File: src/rtl/pwm_capture_if.sv
// Result handshake between pwm_capture (master) and its consumer (slave).
// Carries one period/high-time measurement per valid/ready transfer.
interface pwm_capture_if #(
    parameter int unsigned CntDw = 16
);
    logic             meas_valid;
    logic             meas_ready;
    logic [CntDw-1:0] period;
    logic [CntDw-1:0] high;

    modport master (
        output meas_valid,
        output period,
        output high,
        input  meas_ready
    );

    modport slave (
        input  meas_valid,
        input  period,
        input  high,
        output meas_ready
    );
endinterface

File: src/rtl/pwm_capture.sv
// Single-channel PWM capture: synchronise, deglitch, measure period/high time.
// Optional glitch filter built only when PWM_CAPTURE_FILTER_EN is defined.
module pwm_capture #(
    parameter int unsigned CntDw  = 16,
    parameter int unsigned FiltDw = 4
) (
    input  logic              clk_i,
    input  logic              rst_i,
    input  logic              en_i,
    input  logic              pwm_i,
    input  logic [FiltDw-1:0] filt_thresh_i,
    pwm_capture_if.master     meas,
    output logic              lost_o,
    output logic              timeout_o
);

    localparam logic [CntDw-1:0] CntMax = '1;

    typedef enum logic [1:0] {
        ST_IDLE,
        ST_ARM,
        ST_HIGH,
        ST_LOW
    } state_e;

    state_e           r_state;
    logic             r_sync1;
    logic             r_sync2;
    logic             r_filt_q;
    logic             r_filt_d;
    logic             r_need_fall;
    logic [CntDw-1:0] r_pcnt;
    logic [CntDw-1:0] r_hcnt;
    logic [CntDw-1:0] r_hlat;
    logic             w_rise;
    logic             w_fall;
    logic             w_accept;

    // Two-flop synchroniser on the asynchronous input.
    always_ff @(posedge clk_i) begin
        if (rst_i) begin
            r_sync1 <= 1'b0;
            r_sync2 <= 1'b0;
        end else begin
            r_sync1 <= pwm_i;
            r_sync2 <= r_sync1;
        end
    end

`ifdef PWM_CAPTURE_FILTER_EN
    logic [FiltDw-1:0] r_run;

    // Accept a new level only after it persists for threshold+1 samples.
    always_ff @(posedge clk_i) begin
        if (rst_i || !en_i) begin
            r_filt_q <= 1'b0;
            r_run    <= '0;
        end else if (r_sync2 == r_filt_q) begin
            r_run <= '0;
        end else if (r_run == filt_thresh_i) begin
            r_filt_q <= r_sync2;
            r_run    <= '0;
        end else begin
            r_run <= r_run + FiltDw'(1);
        end
    end
`else
    logic w_unused_thresh;
    assign w_unused_thresh = ^filt_thresh_i;

    always_ff @(posedge clk_i) begin
        if (rst_i || !en_i) begin
            r_filt_q <= 1'b0;
        end else begin
            r_filt_q <= r_sync2;
        end
    end
`endif

    always_ff @(posedge clk_i) begin
        if (rst_i || !en_i) begin
            r_filt_d <= 1'b0;
        end else begin
            r_filt_d <= r_filt_q;
        end
    end

    assign w_rise   = r_filt_q & ~r_filt_d;
    assign w_fall   = ~r_filt_q & r_filt_d;
    assign w_accept = meas.meas_valid & meas.meas_ready;

    // Measurement FSM and registered result/pulse outputs.
    always_ff @(posedge clk_i) begin
        if (rst_i) begin
            r_state         <= ST_IDLE;
            r_need_fall     <= 1'b0;
            r_pcnt          <= '0;
            r_hcnt          <= '0;
            r_hlat          <= '0;
            meas.meas_valid <= 1'b0;
            meas.period     <= '0;
            meas.high       <= '0;
            lost_o          <= 1'b0;
            timeout_o       <= 1'b0;
        end else begin
            lost_o    <= 1'b0;
            timeout_o <= 1'b0;
            if (w_accept) begin
                meas.meas_valid <= 1'b0;
            end

            if (!en_i) begin
                r_state     <= ST_IDLE;
                r_need_fall <= 1'b0;
                r_pcnt      <= '0;
                r_hcnt      <= '0;
            end else begin
                case (r_state)
                    ST_IDLE: begin
                        // Input already high at enable: its first filtered rise is not a real edge.
                        r_state     <= ST_ARM;
                        r_need_fall <= r_sync2;
                    end
                    ST_ARM: begin
                        if (r_need_fall) begin
                            if (w_fall) begin
                                r_need_fall <= 1'b0;
                            end
                        end else if (w_rise) begin
                            r_state <= ST_HIGH;
                            r_pcnt  <= CntDw'(1);
                            r_hcnt  <= CntDw'(1);
                        end
                    end
                    ST_HIGH: begin
                        if (r_pcnt == CntMax) begin
                            timeout_o <= 1'b1;
                            r_pcnt    <= '0;
                            r_hcnt    <= '0;
                            r_state   <= ST_ARM;
                        end else if (w_fall) begin
                            r_hlat  <= r_hcnt;
                            r_pcnt  <= r_pcnt + CntDw'(1);
                            r_state <= ST_LOW;
                        end else begin
                            r_pcnt <= r_pcnt + CntDw'(1);
                            r_hcnt <= r_hcnt + CntDw'(1);
                        end
                    end
                    ST_LOW: begin
                        if (w_rise) begin
                            // A result being taken this cycle frees the slot for the new one.
                            if (!meas.meas_valid || w_accept) begin
                                meas.meas_valid <= 1'b1;
                                meas.period     <= r_pcnt;
                                meas.high       <= r_hlat;
                            end else begin
                                lost_o <= 1'b1;
                            end
                            r_pcnt  <= CntDw'(1);
                            r_hcnt  <= CntDw'(1);
                            r_state <= ST_HIGH;
                        end else if (r_pcnt == CntMax) begin
                            timeout_o <= 1'b1;
                            r_pcnt    <= '0;
                            r_hcnt    <= '0;
                            r_state   <= ST_ARM;
                        end else begin
                            r_pcnt <= r_pcnt + CntDw'(1);
                        end
                    end
                    default: begin
                        r_state <= ST_IDLE;
                    end
                endcase
            end
        end
    end

endmodule

File: src/flat_wrapper.sv
// flat-port wrapper written by rule: the top's interface ports become plain ports
module pwm_capture_flat 
#(
    parameter int unsigned CntDw  = 16,
    parameter int unsigned FiltDw = 4
)
  (clk_i, rst_i, en_i, pwm_i, filt_thresh_i, lost_o, timeout_o, meas_meas_valid, meas_period, meas_high, meas_meas_ready);
  pwm_capture_if #(.CntDw(CntDw)) meas_i ();
  input  logic clk_i;
  input  logic rst_i;
  input  logic en_i;
  input  logic pwm_i;
  input  logic [FiltDw-1:0] filt_thresh_i;
  output logic lost_o;
  output logic timeout_o;
  output wire logic [$bits(meas_i.meas_valid)-1:0] meas_meas_valid;
  output wire logic [$bits(meas_i.period)-1:0] meas_period;
  output wire logic [$bits(meas_i.high)-1:0] meas_high;
  input wire logic [$bits(meas_i.meas_ready)-1:0] meas_meas_ready;
  assign meas_meas_valid = meas_i.meas_valid;
  assign meas_period = meas_i.period;
  assign meas_high = meas_i.high;
  assign meas_i.meas_ready = meas_meas_ready;
  pwm_capture #(.CntDw(CntDw), .FiltDw(FiltDw)) u_core (.clk_i(clk_i), .rst_i(rst_i), .en_i(en_i), .pwm_i(pwm_i), .filt_thresh_i(filt_thresh_i), .meas(meas_i), .lost_o(lost_o), .timeout_o(timeout_o));
endmodule
File: config.mk
export PLATFORM = sky130hd
export DESIGN_NAME = pwm_capture_flat
export DESIGN_NICKNAME = d
export VERILOG_FILES = /design/src/rtl/pwm_capture_if.sv /design/src/rtl/pwm_capture.sv /design/src/flat_wrapper.sv
export SDC_FILE = /design/constraint.sdc
export NUM_CORES = 1
export LEC_CHECK = 0
export CAP_MARGIN = 10
export CORE_ASPECT_RATIO = 0.8
export CORE_MARGIN = 3
export CORE_UTILIZATION = 55
export CTS_CLUSTER_DIAMETER = 100
export DETAILED_ROUTE_END_ITERATION = 10
export MAX_ROUTING_LAYER = met4
export PLACE_DENSITY = 0.79
export SETUP_SLACK_MARGIN = 0.4
export SLEW_MARGIN = 10
export SYNTH_ARGS = -nofsm -noshare
export SYNTH_HDL_FRONTEND = slang
export SYNTH_SLANG_ARGS = --single-unit
File: constraint.sdc
create_clock -name clk_i -period 2.4 [get_ports clk_i]
set_input_delay 0.36 -clock clk_i [delete_from_list [all_inputs] [get_ports clk_i]]
set_output_delay 0.36 -clock clk_i [all_outputs]
set_load 0.03 [all_outputs]
==> impl_table.tex, run 1 <==
\begin{tabular}{lr}
\hline
Metric & Value \\
\hline
\multicolumn{2}{l}{\textbf{Detailed routing}} \\
Final antenna-violating net count & 0 \\
Total via count in the routed design & between 3k and 4k \\
DRC violation count after routing & 0 \\
Pre-Repair DR Iteration Count & 5 \\
Total detailed-routing wirelength & 9.48 mm \\
DR vias/cell & 5.99 \\
Wire length per cell after detailed routing & 16.0 um \\
Starting DRC count in detailed routing & 393 \\
\multicolumn{2}{l}{\textbf{STA}} \\
Hold Fails Final Rpt & 0 \\
Hold Slack & 0.266 ns \\
Slew @ Worst Pin & 0.494 ns \\
Final count of negative-setup-slack endpoints & 0 \\
Total negative slack for setup checks & 0 ns \\
Shortest clock period the worst path allows after layout & 1.97 ns \\
Final period util & a little over 80\% \\
Final-report max-slew violation count & 0 \\
RSZ-0062 raised after global routing & true \\
Worst clock skew & 0.0103 ns \\
Worst relative slew slack & 67.1\% \\
Max Clock Freq & 508 MHz \\
\multicolumn{2}{l}{\textbf{Critical path}} \\
Critical path fanouts, max & 8 \\
Capture point of the worst reg-to-reg path & u\_core.r\_hcnt[10] \\
Setup slack of the most critical reg-to-reg path & approximately 0.43 ns \\
Crit path arrival time & 2.28 ns \\
Kind of start point of the critical path & register \\
Startpoint of the most critical register-to-register path & u\_core.r\_pcnt[1] \\
Cell count of the worst reg-to-reg path & 6 \\
Worst path required time & between 2 and 3 ns \\
Category of the critical setup timing path & reg2reg \\
Critical path endpoint category & register \\
\multicolumn{2}{l}{\textbf{Die}} \\
I/O pin total & 44 \\
Floorplan die width & 98.6 um \\
Starting density of the core & $\sim$58\% \\
Height of the chip & around 80 um \\
Die footprint & 7900 sq um \\
Floorplan Core Area & 6510 sq um \\
Count of standard-cell rows & 26 \\
\multicolumn{2}{l}{\textbf{Power and ir drop}} \\
Combinational share of power & 2.3\% \\
Flop pwr share & 58.5\% \\
Total power & 2.56 mW \\
Pwr/cell area & 553 nW/um\^{}2 \\
Net switching share of the total power & 25.2\% \\
Cell-internal power & 1.92 mW \\
Clock share of power & between 30\% and 40\% \\
Largest voltage drop on the vdd net & 0.291 mV \\
Switching power & 644 uW \\
LEAKAGE & 1.45 nW \\
\multicolumn{2}{l}{\textbf{GRT}} \\
Final global-route overflow total & 0 \\
Largest net degree at the start of global routing & just over 50 \\
Antenna violations before repair & 0 \\
Overall global routing resource usage & around a quarter \\
Wire length of the first global-routing pass & approximately 15 mm \\
Number of global-route vias before repair & roughly 3k \\
\multicolumn{2}{l}{\textbf{Placement}} \\
Number of cells after detailed placement & about 570 \\
Count of port buffers added during placement & 39 \\
Final RePlAce weighted congestion & $\sim$0.9 \\
Post-DP HPWL & 6.46 mm \\
\multicolumn{2}{l}{\textbf{Synth}} \\
Dominant cell type by area after synthesis & dfxtp\_1 \\
Number of different library cells in the post-synthesis netlist & 52 \\
Leading post-synthesis cells by cell area & dfxtp\_1 (48\%), nand2\_1 (12\%), a21oi\_1 (9.1\%) \\
Synth Net Count & 470 \\
Synth Area per Inst & 8.23 sq um \\
Area of the mapped netlist & 3780 sq um \\
Synth warnings & 0 \\
Fraction of the yosys area taken by sequential cells & 47.7\% \\
Instance count of the mapped netlist & 459 \\
Fraction of registers with async set/reset & 0\% \\
Most instantiated flip-flop cell in the synthesis netlist & dfxtp\_1 \\
Number of enable-type register cells in the synthesized netlist & 0 \\
Portion of synthesized cell area occupied by the leading cell type & 47.7\% \\
Synthesis-stage register bit count & 90 \\
\multicolumn{2}{l}{\textbf{CTS}} \\
Clock-pin slew on the worst setup and hold paths & 0.10 ns \\
Number of buffers between clock root and the deepest sink & 2 \\
Insertion delay to the later sink of the worst-skew pair & $\sim$0.37 ns \\
H-tree level count & 3 \\
TritonCTS clock tree & done \\
Root Driver & clkbuf\_8 \\
Hold-fix buffer count after cts & 0 \\
Total clock buffers created by CTS & 9 \\
Number of sinks on the clock net & 90 \\
\multicolumn{2}{l}{\textbf{Layout}} \\
Non-filler instance count after layout & 592 \\
Area delta synth->final & 22.5\% \\
Antenna diode count & 0 \\
Post-Route Utilization & 71.1\% \\
Fraction of layout cells with a size suffix above 1 & 16.5\% \\
Number of nets in the layout & 514 \\
\multicolumn{2}{l}{\textbf{Job}} \\
Number of maximum-capacitance violations & 0 \\
\multicolumn{2}{l}{\textbf{Worst hold path}} \\
Endpoint with the worst hold slack & u\_core.r\_sync2 \\
Beginning of the worst hold path & rst\_i \\
Worst Hold Depth & 2 \\
Kind of path behind the tightest hold check & in2reg \\
\multicolumn{2}{l}{\textbf{Run status}} \\
Result of the run & complete, no violations \\
\hline
\end{tabular}
==> per-layer routing <==
metal	up-vias	track usage, %	wire, um
li1	1706	-	-
met1	1665	35.6	4490
met2	157	35.2	4140
met3	17	7.38	707
met4	0	6.41	142
met5	-	-	0
==> cell families after synthesis <==
group                    synth area share [%]
AO/OA/AOI/OAI                            20.9
flip-flops                               47.7
XOR/XNOR                                 1.62
adder cells (fa/ha/maj)                 0.663
buffers and inverters                    3.28
AND/OR/NAND/NOR                          25.8
==> state kept, by name, indices dropped and copies added (netlist names) <==
register,cells
u_core.r_filt_q,1
u_core.r_pcnt,16
u_core.r_state,2
u_core.meas.meas_valid,1
u_core.r_hcnt,16
u_core.r_need_fall,1
u_core.r_filt_d,1
u_core.r_hlat,16
u_core.meas.period,16
u_core.timeout_o,1
u_core.r_sync1,1
u_core.r_sync2,1
u_core.meas.high,16
u_core.lost_o,1
==> layout by cell type, fill, tap and decap left out, types with 3 or more instances in the layout <==
cell             count
nand2_1            122
dfxtp_1             75
a21oi_1             68
clkdlybuf4s50_1     38
buf_4               22
nor2_1              21
o21ai_0             15
dfxtp_2             12
a311oi_1            10
clkbuf_8             9
nand3_1              7
xnor2_1              7
nand4_1              6
nor3_1               6
nor2b_1              5
nand2b_1             5
a211oi_1             5
and2_1               4
a31oi_1              4
a22oi_1              3
and4_1               3
or4_1                3
inv_8                3
dfxtp_4              3
==> what timing repair did <==
| item | CTS | global route |
|---|---|---|
| buffers inserted | 4 | 1 |
| pin swaps | 4 | 2 |
| setup endpoints to repair | 33 | 28 |
| gates resized for setup | 13 | 16 |
==> worst max-delay path by stage <==
stage	from	to	cells after the start
finish	u_core.r_pcnt[1]	u_core.r_hcnt[10]	6
global route	u_core.r_pcnt[1]	u_core.r_hcnt[9]	6
CTS	u_core.r_pcnt[1]	u_core.r_pcnt[10]	7
detailed placement	u_core.r_pcnt[0]	u_core.r_pcnt[10]	7
global placement	u_core.r_pcnt[0]	u_core.r_pcnt[3]	7
floorplan	u_core.r_pcnt[1]	u_core.r_pcnt[1]	8
==> critical path, cell delays in order (launching register included) <==
cell     delay [ns]
dfxtp_4        0.37
ha_4           0.16
nand3_4        0.13
o41ai_4        0.43
o21ai_4        0.14
or4_4          0.54
a21oi_2        0.15
==> area by class of cell <==
class                      count  area [sq um]
clock buffer                   9           124
tap                           84           105
fill                         525          1880
multi-input combinational    338          1930
clock inverter                 7          66.3
inverter                       1          3.75
sequential                    90          1830
timing repair buffer          63           573
==> Yosys cell counts, types with 3 or more instances <==
library cell / number
nand2_1: 122
dfxtp_1: 90
a21oi_1: 69
clkbuf_1: 23
nor2_1: 21
o21ai_0: 15
a311oi_1: 10
nand3_1: 7
nor3_1: 7
xnor2_1: 7
a211oi_1: 6
buf_2: 6
nand4_1: 6
nor2b_1: 6
and2_1: 5
nand2b_1: 5
a31oi_1: 4
or4_1: 4
a22oi_1: 3
and4_1: 3
nor4_1: 3
==> through the flow <==
step | cell area, sq um | setup WS [ns]
4_1_cts | 4550 | 0.385
2_1_floorplan | 3790 | 0.422
3_5_place_dp | 4310 | 0.282
6_report | 4630 | 0.431
5_1_grt | 4630 | 0.356
3_3_place_gp | 4310 | 0.352
==> power by group through the flow <==
stage	registers [mW]	logic, mW	clock network, mW
2_1_floorplan	1.53	0.0370	0
3_3_place_gp	1.53	0.0560	0
3_5_place_dp	1.53	0.0564	0
4_1_cts	1.50	0.0570	1.02
5_1_grt	1.50	0.0651	1.09
6_report	1.50	0.0601	1.00
(Power assumes the default switching activity.)
==> run 2, diff against run 1 <==
--- a/config.mk
+++ b/config.mk
@@ -8,11 +8,11 @@
 export CAP_MARGIN = 10
 export CORE_ASPECT_RATIO = 0.8
 export CORE_MARGIN = 3
-export CORE_UTILIZATION = 55
+export CORE_UTILIZATION = 50
 export CTS_CLUSTER_DIAMETER = 100
 export DETAILED_ROUTE_END_ITERATION = 10
 export MAX_ROUTING_LAYER = met4
-export PLACE_DENSITY = 0.79
+export PLACE_DENSITY = 0.75
 export SETUP_SLACK_MARGIN = 0.4
 export SLEW_MARGIN = 10
 export SYNTH_ARGS = -nofsm -noshare
==> constraint.sdc (replaced) <==
create_clock -name clk_i -period 1.8 [get_ports clk_i]
set_input_delay 0.27 -clock clk_i [delete_from_list [all_inputs] [get_ports clk_i]]
set_output_delay 0.27 -clock clk_i [all_outputs]
set_load 0.03 [all_outputs]
==> run 2 against run 1 <==
The run now ends with negative setup slack left. Register-to-register slack got worse by 0.65 ns. Global-route usage increased by 4.8 points. Die area increased by 9.3%. Setup slack got worse by 0.65 ns. Power increased by 37%. Critical path type unchanged.
==> impl_table.tex, run 2 (synthesis gave the netlist of run 1 again) <==
\begin{tabular}{lr}
\hline
Metric & Value \\
\hline
\multicolumn{2}{l}{\textbf{Critical path}} \\
Critical path fanouts, max & 4 \\
Category of the critical setup timing path & reg2reg \\
Cell count of the worst reg-to-reg path & 6 \\
Setup slack of the most critical reg-to-reg path & -0.22 ns \\
Critical Path, Cell by Cell & buf\_4 > nand3\_1 > nor4\_1 > nand2\_1 > or3\_1 > a21oi\_2 \\
Max stage delay on crit path & 0.65 ns \\
Worst path required time & 2.10 ns \\
Crit path arrival time & 2.33 ns \\
Startpoint of the most critical register-to-register path & u\_core.r\_hcnt[1] \\
Cell at the slowest stage of the critical path & nor4\_1 \\
Capture point of the worst reg-to-reg path & u\_core.r\_hcnt[13] \\
Critical path endpoint category & register \\
Kind of start point of the critical path & register \\
\multicolumn{2}{l}{\textbf{GRT}} \\
Largest net degree at the start of global routing & 53 \\
Overall global routing resource usage & 30.0\% \\
Number of global-route vias before repair & 3840 \\
Wire length of the first global-routing pass & 19.8 mm \\
Final global-route overflow total & 0 \\
Antenna violations before repair & 0 \\
\multicolumn{2}{l}{\textbf{CTS}} \\
Clock-pin slew on the worst setup and hold paths & 0.10 ns \\
TritonCTS clock tree & done \\
Insertion delay to the later sink of the worst-skew pair & 0.37 ns \\
Number of sinks on the clock net & 90 \\
H-tree level count & 3 \\
Hold-fix buffer count after cts & 0 \\
Root Driver & clkbuf\_8 \\
Number of buffers between clock root and the deepest sink & 2 \\
Total clock buffers created by CTS & 9 \\
\multicolumn{2}{l}{\textbf{Die}} \\
I/O pin total & 44 \\
Count of standard-cell rows & 27 \\
Height of the chip & 83.7 um \\
Floorplan Core Area & a little over 7000 sq um \\
Floorplan die width & approximately 100 um \\
Die footprint & 8640 sq um \\
Starting density of the core & approximately 53\% \\
\multicolumn{2}{l}{\textbf{Placement}} \\
Post-DP HPWL & 6.82 mm \\
Number of cells after detailed placement & just over 600 \\
Final RePlAce weighted congestion & approximately 0.94 \\
Count of port buffers added during placement & 39 \\
\multicolumn{2}{l}{\textbf{STA}} \\
Max Clock Freq & 494 MHz \\
Final period util & 112\% \\
Worst clock skew & 0.0140 ns \\
Hold Fails Final Rpt & 0 \\
Final count of negative-setup-slack endpoints & 45 \\
Slew @ Worst Pin & 0.713 ns \\
Post-layout worst setup margin & -0.222 ns \\
Shortest clock period the worst path allows after layout & about 2 ns \\
Hold Slack & 0.453 ns \\
Final-report max-slew violation count & 0 \\
RSZ-0062 raised after global routing & true \\
Worst relative slew slack & 52.0\% \\
\multicolumn{2}{l}{\textbf{Worst hold path}} \\
Endpoint with the worst hold slack & u\_core.r\_sync1 \\
Worst Hold Depth & 2 \\
Kind of path behind the tightest hold check & in2reg \\
Beginning of the worst hold path & pwm\_i \\
\multicolumn{2}{l}{\textbf{Power and ir drop}} \\
Largest voltage drop on the vdd net & 0.453 mV \\
Pwr/cell area & 603 nW/um\^{}2 \\
LEAKAGE & 2.15 nW \\
\multicolumn{2}{l}{\textbf{Layout}} \\
Fraction of layout cells with a size suffix above 1 & 50.1\% \\
Most frequent cells in the layout & dfxtp\_1 (73), nand2\_1 (69), buf\_4 (60) \\
Commonest non-fill, non-tap cell in the layout & dfxtp\_1 \\
Number of fillers in the final layout & between 300 and 400 \\
Antenna diode count & 0 \\
Number of nets in the layout & between 500 and 600 \\
Non-filler instance count after layout & 658 \\
Area delta synth->final & 54.2\% \\
\multicolumn{2}{l}{\textbf{Detailed routing}} \\
Total detailed-routing wirelength & 15.3 mm \\
Starting DRC count in detailed routing & 706 \\
Wire length per cell after detailed routing & 23.2 um \\
Pre-Repair DR Iteration Count & 8 \\
DR vias/cell & 6.73 \\
Total via count in the routed design & 4427 \\
Final antenna-violating net count & 0 \\
DRC violation count after routing & 0 \\
\multicolumn{2}{l}{\textbf{Run status}} \\
Violations in the final reports & negative setup slack \\
Result of the run & finished, violations left \\
\multicolumn{2}{l}{\textbf{Job}} \\
Number of maximum-capacitance violations & 0 \\
\hline
\end{tabular}
run 2: area by class of cell:
| type | count | area (sq um) | share of cell area [%] |
|---|---|---|---|
| multi-input combinational | 342 | 2590 | 44.5 |
| sequential | 90 | 1830 | 31.4 |
| timing repair buffer | 122 | 1100 | 18.9 |
| clock buffer | 10 | 138 | 2.36 |
| tap | 87 | 109 | 1.87 |
| clock inverter | 6 | 53.8 | 0.924 |
| inverter | 1 | 3.75 | 0.0645 |
run 2: where the power goes:
group	leakage [nW]	total (mW)	internal (mW)	switching, mW
clock	0.0977	1.40	0.571	0.829
sequential	0.735	1.99	1.99	0.00311
combinational	1.32	0.120	0.0382	0.0820
run 2: through the flow:
stage                     power [mW]  cell area [sq um]  util [%]  TNS (ns)  worst slack [ns]
final                           3.51               5820      82.1     -5.55            -0.222
after detailed placement        2.13               4690      66.2     -5.16            -0.175
after floorplan                 2.10               3980         -    -0.166           -0.0526
after CTS                       3.46               5580      78.7    -0.262           -0.0813
after global placement          2.13               4690      66.2     -3.30            -0.120
after global routing            3.59               5820      82.1     -7.26            -0.326
run 2: repair_timing:
action | in CTS | in global routing
gates cloned | 7 | 0
gates resized for setup | 188 | 96
setup buffers | 16 | 6
pin swaps | 57 | 21
setup endpoints to repair | 118 | 115
run 2: critical path: cells and delay by family, from the launching register on:
kind / cells / cell delay (ns)
buf+inv: 1 / 0.17
compound gates: 1 / 0.11
flops: 1 / 0.40
simple gates: 4 / 1.28
run 2: worst max-delay path by stage:
stage | end | slack, ns | startpoint | depth (start not counted)
2_1_floorplan | u_core.r_pcnt[1] | -0.05 | u_core.r_pcnt[1] | 8
3_3_place_gp | u_core.r_hlat[4] | -0.12 | en_i | 5
6_report | u_core.r_hcnt[13] | -0.22 | u_core.r_hcnt[1] | 6
3_5_place_dp | u_core.r_hlat[9] | -0.17 | u_core.r_pcnt[1] | 7
5_1_grt | u_core.r_hcnt[13] | -0.33 | u_core.r_hcnt[7] | 6
4_1_cts | u_core.r_hcnt[10] | -0.08 | u_core.r_pcnt[8] | 7
run 2: metal layers:
metal	part of all wire, %	GRT usage, %
met4	5.7	10.2
met3	13	7.10
met2	45	44.9
met1	37	39.6
met5	0	-
